<file path="src/rtl/div_bcd_formatter.sv">
`default_nettype none
// ============================================================================
//  Module      : div_bcd_formatter
//  Description : Post-divider formatter. Captures a quotient/remainder pair
//                and converts both to packed BCD with a sequential
//                shift-add-3 (double dabble), one bit per clock, both
//                operands in parallel. One conversion in flight at a time,
//                valid/ready handshake on input and output.
//  Optional    : define DIV_BCD_BLANK_EN to add leading-zero blank flags
//                (q_blank / r_blank).
//  Ports       : clk, rst_n          - clock, async active-low reset
//                in_valid/in_ready   - input handshake
//                quotient/remainder  - unsigned operands, in_dz flag
//                out_valid/out_ready - output handshake
//                q_bcd/r_bcd         - packed BCD, digit 0 in [3:0]
//                out_dz              - in_dz captured with the pair
//                q_blank/r_blank     - (DIV_BCD_BLANK_EN) blank flags
//  Revision    : 1.0 - initial release
// ============================================================================
module div_bcd_formatter #(
    parameter int WIDTH  = 8,
    parameter int DIGITS = 3
) (
    input  logic                  clk,
    input  logic                  rst_n,
    input  logic                  in_valid,
    output logic                  in_ready,
    input  logic [WIDTH-1:0]      quotient,
    input  logic [WIDTH-1:0]      remainder,
    input  logic                  in_dz,
    output logic                  out_valid,
    input  logic                  out_ready,
    output logic [4*DIGITS-1:0]   q_bcd,
    output logic [4*DIGITS-1:0]   r_bcd,
    output logic                  out_dz
`ifdef DIV_BCD_BLANK_EN
    ,
    output logic [DIGITS-1:0]     q_blank,
    output logic [DIGITS-1:0]     r_blank
`endif
);

    localparam int                 C_CNT_W    = $clog2(WIDTH + 1);
    localparam logic [C_CNT_W-1:0] C_CNT_LAST = C_CNT_W'(WIDTH);
    localparam int                 C_BCD_W    = 4 * DIGITS;

    typedef enum logic [1:0] {
        ST_IDLE  = 2'd0,
        ST_SHIFT = 2'd1,
        ST_DONE  = 2'd2
    } state_t;

    state_t               r_state;
    logic [WIDTH-1:0]     r_q_sh;
    logic [WIDTH-1:0]     r_r_sh;
    logic [C_BCD_W-1:0]   r_q_bcd;
    logic [C_BCD_W-1:0]   r_r_bcd;
    logic [C_CNT_W-1:0]   r_cnt;
    logic                 r_dz;
    logic                 r_in_ready;
    logic                 r_out_valid;

    logic [C_BCD_W-1:0]   w_q_next;
    logic [C_BCD_W-1:0]   w_r_next;

    // One double-dabble step: every nibble >= 5 gets +3 (max 12, so no nibble
    // overflow), then the whole accumulator shifts left taking in the next
    // operand bit. The top bit shifted out is always 0 when DIGITS is sized
    // for the full operand range.
    function automatic logic [C_BCD_W-1:0] f_dd_step(
        input logic [C_BCD_W-1:0] bcd,
        input logic               bit_in
    );
        logic [C_BCD_W-1:0] adj;
        adj = bcd;
        for (int d = 0; d < DIGITS; d++) begin
            if (adj[4*d +: 4] >= 4'd5) begin
                adj[4*d +: 4] = adj[4*d +: 4] + 4'd3;
            end
        end
        return {adj[C_BCD_W-2:0], bit_in};
    endfunction

    assign w_q_next = f_dd_step(r_q_bcd, r_q_sh[WIDTH-1]);
    assign w_r_next = f_dd_step(r_r_bcd, r_r_sh[WIDTH-1]);

`ifdef DIV_BCD_BLANK_EN
    logic [DIGITS-1:0] r_q_blank;
    logic [DIGITS-1:0] r_r_blank;

    // Bit i is set when digit i and every digit above it are zero; the
    // units digit is never blanked.
    function automatic logic [DIGITS-1:0] f_blank(input logic [C_BCD_W-1:0] bcd);
        logic [DIGITS-1:0] bl;
        logic              all_zero;
        bl       = '0;
        all_zero = 1'b1;
        for (int d = DIGITS - 1; d >= 1; d--) begin
            all_zero = all_zero & (bcd[4*d +: 4] == 4'd0);
            bl[d]    = all_zero;
        end
        return bl;
    endfunction
`endif

    always_ff @(posedge clk or negedge rst_n) begin
        if (!rst_n) begin
            r_state     <= ST_IDLE;
            r_q_sh      <= '0;
            r_r_sh      <= '0;
            r_q_bcd     <= '0;
            r_r_bcd     <= '0;
            r_cnt       <= '0;
            r_dz        <= 1'b0;
            r_in_ready  <= 1'b1;
            r_out_valid <= 1'b0;
`ifdef DIV_BCD_BLANK_EN
            r_q_blank   <= '0;
            r_r_blank   <= '0;
`endif
        end else begin
            case (r_state)
                ST_IDLE: begin
                    if (in_valid && r_in_ready) begin
                        r_q_sh     <= quotient;
                        r_r_sh     <= remainder;
                        r_dz       <= in_dz;
                        r_q_bcd    <= '0;
                        r_r_bcd    <= '0;
                        r_cnt      <= '0;
                        r_in_ready <= 1'b0;
                        r_state    <= ST_SHIFT;
                    end
                end

                ST_SHIFT: begin
                    // All WIDTH bits consumed: the accumulators already hold
                    // the final digits, so this cycle only publishes them.
                    if (r_cnt == C_CNT_LAST) begin
                        r_out_valid <= 1'b1;
                        r_state     <= ST_DONE;
`ifdef DIV_BCD_BLANK_EN
                        r_q_blank   <= f_blank(r_q_bcd);
                        r_r_blank   <= f_blank(r_r_bcd);
`endif
                    end else begin
                        r_q_bcd <= w_q_next;
                        r_r_bcd <= w_r_next;
                        r_q_sh  <= {r_q_sh[WIDTH-2:0], 1'b0};
                        r_r_sh  <= {r_r_sh[WIDTH-2:0], 1'b0};
                        r_cnt   <= r_cnt + 1'b1;
                    end
                end

                ST_DONE: begin
                    // Ready is raised only on the edge leaving DONE, so a
                    // new pair is never taken in the same cycle.
                    if (out_ready) begin
                        r_out_valid <= 1'b0;
                        r_in_ready  <= 1'b1;
                        r_state     <= ST_IDLE;
                    end
                end

                default: begin
                    r_out_valid <= 1'b0;
                    r_in_ready  <= 1'b1;
                    r_state     <= ST_IDLE;
                end
            endcase
        end
    end

    assign in_ready  = r_in_ready;
    assign out_valid = r_out_valid;
    assign q_bcd     = r_q_bcd;
    assign r_bcd     = r_r_bcd;
    assign out_dz    = r_dz;
`ifdef DIV_BCD_BLANK_EN
    assign q_blank   = r_q_blank;
    assign r_blank   = r_r_blank;
`endif

endmodule
`default_nettype wire

</file>
<file path="config.mk">
export PLATFORM = sky130hd
export DESIGN_NAME = div_bcd_formatter
export DESIGN_NICKNAME = d
export VERILOG_FILES = /design/src/rtl/div_bcd_formatter.sv
export SDC_FILE = /design/constraint.sdc
export NUM_CORES = 1
export LEC_CHECK = 0
export BUFFER_PORTS_ARGS = -buffer_cell sky130_fd_sc_hd__buf_2
export CAP_MARGIN = 20
export CORE_AREA = 2 2 78 80
export DETAILED_ROUTE_END_ITERATION = 16
export DIE_AREA = 0 0 80 82
export PLACE_DENSITY = 0.69
export SETUP_SLACK_MARGIN = 0.5
export SYNTH_ARGS = -nofsm -noshare
export SYNTH_HDL_FRONTEND = slang
export SYNTH_SLANG_ARGS = --single-unit
</file>
<file path="constraint.sdc">
create_clock -name clk -period 2.4 [get_ports clk]
set_input_delay 0.48 -clock clk [delete_from_list [all_inputs] [get_ports clk]]
set_output_delay 0.48 -clock clk [all_outputs]
set_load 0.02 [all_outputs]
</file>
==> flow_metrics.env, run 1 <==
export IMPL_outcome="completed"
export IMPL_worst_ep_required_time_ns=2.61
export IMPL_setup_viol=0
export IMPL_overflow=0
export IMPL_coreArea_um2=5750
export IMPL_drv_cap=0
export IMPL_fin_crit_ns=1.74
export IMPL_worstMarginPinSlew_ns=0.537
export IMPL_vias=2015
export IMPL_dr_wl_met3_um=248
export IMPL_p_leak_nw=1.47
export IMPL_io_buffer_count=47
export IMPL_ir_drop_mv=0.592
export IMPL_rsz0062_at_grt="false"
export IMPL_area_delta_synth_final_pct=12.7
export IMPL_wire_per_inst_um=13.6
export IMPL_grt_max_degree=50
export IMPL_powerDensity_nw_per_um2=1310
export IMPL_fin_skew_ns=0.00190
export IMPL_dr_first_iter_drc_count=143
export IMPL_critPathLaunchType="register"
export IMPL_wl_met2_um=2370
export IMPL_drv_slew=0
export IMPL_async_flop_share_pct=100
export IMPL_cts_tree="done"
export IMPL_n_antenna_cell=0
export IMPL_clk_pin_slew_worst_paths_ns=0.08
export IMPL_avgSynthCellArea_um2=10.3
export IMPL_hold_viol=0
export IMPL_totalNegativeSetupSlack_ns=0
export IMPL_synth_cell_types=34
export IMPL_hold_class="primary input to asynchronous set/reset pin"
export IMPL_wl_met1_um=2540
export IMPL_drive_gt1_share_pct=28.7
export IMPL_post_cts_resized=0
export IMPL_nFillCells=540
export IMPL_cts_setup_buffers=0
export IMPL_fp_row_count=28
export IMPL_grt_pass1_wl_um=9210
export IMPL_cts_root_buf="clkbuf_8"
export IMPL_clk_latency_ns=0.29
export IMPL_syn_area_um2=2710
export IMPL_crit_type="register to register"
export IMPL_layout_nets=345
export IMPL_fp_dieW_um=80
export IMPL_cp_end_kind="register"
export IMPL_avgViaCountPerCell=5.23
export IMPL_io_pins=48
export IMPL_netlist_instances=263
export IMPL_h_tree_depth=2
export IMPL_yosys_top_cells_area="dfrtp_1 44%, ha_1 6.5%, mux2i_1 5.6%"
export IMPL_cts_buffers=5
export IMPL_floorplan_initialDensity_pct=47.1
export IMPL_track_usage_pct=17.9
export IMPL_antenna_left=0
export IMPL_synth_nets=298
export IMPL_post_route_period_util_pct=72.5
export IMPL_synth_top_area_share_pct=44.4
export IMPL_synth_largest_area_cell="dfrtp_1"
export IMPL_yosys_warnings=0
export IMPL_synth_edff_count=0
export IMPL_numClockSinks=49
export IMPL_p_total_mw=3.98
export IMPL_hpwl_um=3740
export IMPL_dieArea_um2=6560
export IMPL_wl_um=5220
export IMPL_fmax_mhz=575
export IMPL_crit_arrival_ns=1.95
export IMPL_die_h_um=82
export IMPL_place_congestion=0.739
export IMPL_antenna_found_initial=0
export IMPL_ctsHoldBuffers=0
export IMPL_yosysSeqAreaShare_pct=45.4
export IMPL_top_layer_used="met4"
export IMPL_cts_max_path_buffers=2
export IMPL_worstPathMaxFanout=5
export IMPL_synth_seq_cells=49
export IMPL_grt_pass1_vias=1976
export IMPL_dr_pass1_iters=4
export IMPL_synth_ff_type="dfrtp_1"
export IMPL_drc=0
export IMPL_slew_limit_headroom_pct=64.2
## per-layer routing
layer	global-route usage [%]	up-vias
met5	0	-
met4	5.25	0
met3	3.85	7
met2	29.6	49
met1	23.9	963
li1	-	996
## cell usage after synthesis (3+ instances only)
cell,instances
o21ai_1,3
a21oi_1,7
ha_1,14
inv_1,15
xor2_1,5
nand2b_1,7
nor2_1,4
dfrtp_1,48
xnor2_1,6
mux2i_1,15
nand3_1,24
buf_6,8
mux2_2,6
o31ai_1,7
nor3_1,6
nand2_1,34
o21ai_0,18
o21ai_2,17
## worst paths after layout
kind / from / endpoint / slack, ns / depth (start not counted)
max in group asynchronous: rst_n / in_ready / 1.96 / 2
worst max register to register: r_bcd[4] / r_bcd[6] / 0.66 / 6
min in group clk: quotient[0] / r_q_sh[0] / 0.38 / 3
worst min-delay path: rst_n / q_bcd[9] / 0.14 / 2
worst max-delay path: r_bcd[4] / r_bcd[6] / 0.66 / 6
worst min register to register: r_q_sh[4] / r_q_sh[4] / 0.48 / 2
## report_power, final
group | switching (mW) | internal [mW]
Combinational | 1.17 | 0.819
Sequential | 0.331 | 1.17
Clock | 0.261 | 0.229
Total | 1.76 | 2.22
## cell families (layout without fill, tap and decap cells)
kind of cell    after synthesis  in the layout  synth area share, %
compound gates               55             55                 13.8
flops                        49             49                 45.4
fa+ha+maj                    14             14                 6.48
mux                          21             21                 8.05
buf+inv                      28             75                 6.89
simple gates                 85             85                 15.8
xor+xnor                     11             11                 3.56
## cell usage in the layout, fill, tap and decap left out, types with 7 or more instances in the layout
cell type and instances:
a21oi_1 7, buf_2 47, dfrtp_1 48, ha_1 14, inv_1 15, mux2i_1 15
nand2_1 34, nand2b_1 7, nand3_1 24, o21ai_0 18, o21ai_2 17, o31ai_1 7
## sequential cells by signal (all words and copies together) (netlist names)
register,cells
out_valid,1
r_bcd,12
out_dz,1
in_ready,1
q_bcd,12
r_q_sh,8
r_state,2
r_cnt,4
r_r_sh,8
## critical path: stages (launching register included)
cell and delay (ns):
dfrtp_1 0.45, inv_1 0.11, ha_1 0.21, nand2b_1 0.07
a21oi_1 0.30, mux2_2 0.37, o21ai_0 0.15
## area by class of cell
class | instances | area (um2) | share of cell area, %
Sequential cell | 49 | 1230 | 40.3
Multi-Input combinational cell | 186 | 1290 | 42.4
Clock buffer | 7 | 86.3 | 2.83
Tap cell | 75 | 93.8 | 3.08
Timing Repair Buffer | 53 | 293 | 9.61
Inverter | 15 | 56.3 | 1.85
## through the flow
step | hold slack (ns) | instance area (um2) | cells | setup WS, ns | util, %
2_1_floorplan | 0.184 | 2710 | 263 | 0.744 | -
3_3_place_gp | 0.461 | 2960 | 378 | 0.687 | 51.5
3_5_place_dp | 0.466 | 2960 | 378 | 0.655 | 51.5
4_1_cts | 0.161 | 3050 | 385 | 0.634 | 53.0
5_1_grt | 0.177 | 3050 | 385 | 0.506 | 53.0
6_report | 0.139 | 3050 | 385 | 0.660 | 53.0
Power figures use the tool's default switching activity.
==> inputs of run 2 (changes only) <==
Clock period 2.4 ns to 1.8 ns, I/O delays scaled along.
==> flow_metrics.env, run 2 (synthesized netlist as in run 1, its figures left out) <==
export IMPL_numClockSinks=49
export IMPL_drive_gt1_share_pct=77.8
export IMPL_grt_pass1_vias=2627
export IMPL_dr_first_iter_drc_count=189
export IMPL_critical_path_slowest_cell="dfrtp_2"
export IMPL_cts_tree="done"
export IMPL_place_congestion=0.748
export IMPL_io_pins=48
export IMPL_powerDensity_nw_per_um2=1910
export IMPL_cts_buffers=5
export IMPL_cpMostUsedCell="buf_4"
export IMPL_multiInputGateArea_um2=2140
export IMPL_worstMarginPinSlew_ns=0.442
export IMPL_cpPeakStageDelay_ns=0.46
export IMPL_final_common_cell="buf_4"
export IMPL_crit_type="register to register"
export IMPL_fmax_mhz=616
export IMPL_final_cell_count_no_fill=476
export IMPL_totalNegativeSetupSlack_ns=0
export IMPL_r2r_end="q_bcd[7]"
export IMPL_slew_limit_headroom_pct=70.3
export IMPL_place_area_um2=3270
export IMPL_n_antenna_cell=0
export IMPL_fp_dieW_um=80
export IMPL_drv_slew=0
export IMPL_hold_class="primary input to register"
export IMPL_antenna_left=0
export IMPL_cts_max_path_buffers=2
export IMPL_wl_um=10500
export IMPL_regArea_um2=1250
export IMPL_final_cell_area_um2=4910
export IMPL_cts_root_buf="clkbuf_8"
export IMPL_setup_viol=0
export IMPL_p_leak_nw=2.18
export IMPL_wire_per_inst_um=22.1
export IMPL_fin_skew_ns=0.0146
export IMPL_floorplan_initialDensity_pct=47.1
export IMPL_reg2reg_slack_ns=0.18
export IMPL_crit_cells=6
export IMPL_coreArea_um2=5750
export IMPL_rsz0062_at_grt="true"
export IMPL_clk_latency_ns=0.31
export IMPL_dr_pass1_iters=4
export IMPL_critPathLaunchType="register"
export IMPL_ir_drop_mv=1.06
export IMPL_whs_ns=0.270
export IMPL_endpoint="q_bcd[7]"
export IMPL_drv_cap=0
export IMPL_worstPathMaxFanout=7
export IMPL_hpwl_um=3970
export IMPL_post_route_period_util_pct=90.1
export IMPL_path_cells="buf_4 > nand2b_4 > buf_4 > nor3_1 > o21ai_2 > nand2_1"
export IMPL_drc=0
export IMPL_p_total_mw=9.36
export IMPL_track_usage_pct=27.3
export IMPL_timing_rr_start="r_state[1]"
export IMPL_vias=2763
export IMPL_nFillCells=241
export IMPL_r2r_cells=6
export IMPL_avgViaCountPerCell=5.80
export IMPL_die_h_um=82
export IMPL_outcome="completed"
export IMPL_hold_viol=0
export IMPL_overflow=0
export IMPL_crit_arrival_ns=1.86
export IMPL_final_cell_mix="52 x buf_4, 35 x buf_2, 35 x buf_6, 32 x o21ai_2, 28 x dfrtp_1"
export IMPL_worst_ep_required_time_ns=2.04
export IMPL_crit_path_start="r_state[1]"
export IMPL_path_buf_inv=2
export IMPL_clk_pin_slew_worst_paths_ns=0.09
export IMPL_area_delta_synth_final_pct=81.6
export IMPL_grt_max_degree=36
export IMPL_cp_top_family="simple AND/OR/NAND/NOR gates"
export IMPL_antenna_found_initial=0
export IMPL_grt_pass1_wl_um=13500
export IMPL_dieArea_um2=6560
export IMPL_io_buffer_count=47
export IMPL_fp_row_count=28
export IMPL_layout_nets=435
export IMPL_h_tree_depth=2
export IMPL_cp_end_kind="register"
export IMPL_fin_crit_ns=1.62
export IMPL_dp_cells=380
run 2: final cells by class:
cell class	instances	area share, %
multi-input combinational	192	43.5
timing repair buffer	137	26.1
sequential	49	25.5
tap	75	1.91
clock buffer	6	1.48
inverter	15	1.40
clock inverter	2	0.204
run 2: worst min-delay path by stage:
stage / start / to / cells past startpoint
after detailed placement: rst_n / q_bcd[10] / 1
after global placement: rst_n / q_bcd[9] / 1
after CTS: in_dz / out_dz / 3
final: remainder[0] / r_r_sh[0] / 3
after floorplan: rst_n / out_dz / 0
after global routing: remainder[0] / r_r_sh[0] / 3
run 2: worst min-delay path: cells and delay by family:
family                 cells  cell delay, ns
buffers and inverters      1            0.07
and+or+nand+nor            2            0.10
run 2: report_power, final:
group | internal, mW | total (mW) | switching, mW
Sequential | 1.60 | 2.20 | 0.604
Clock | 0.271 | 0.654 | 0.384
Combinational | 3.28 | 6.51 | 3.23
Total | 5.15 | 9.36 | 4.21
run 2: metal layers:
metal  vias to the layer above  share of wire, %  wire, um  track usage, %
li1                       1194                 -         -               -
met1                      1391                38      4020            33.5
met2                       127                51      5330            47.3
met3                        51               5.2       548            4.62
met4                         0               5.7       598            11.7
met5                         -                 0         0               0
run 2: repair_timing:
item	CTS	global route
setup buffers	53	22
resized for setup	88	99
pin swaps	45	35
endpoints found under the setup margin	57	66
endpoints found under the hold margin	13	0
cloned	11	1
hold buffers	1	0
run 2: metrics by stage:
stage / worst slack [ns] / util [%]
finish: 0.178 / 85.5
CTS: 0.320 / 74.6
detailed placement: 0.194 / 56.8
global route: 0.157 / 85.5
floorplan: 0.371 / -
global placement: 0.244 / 56.8
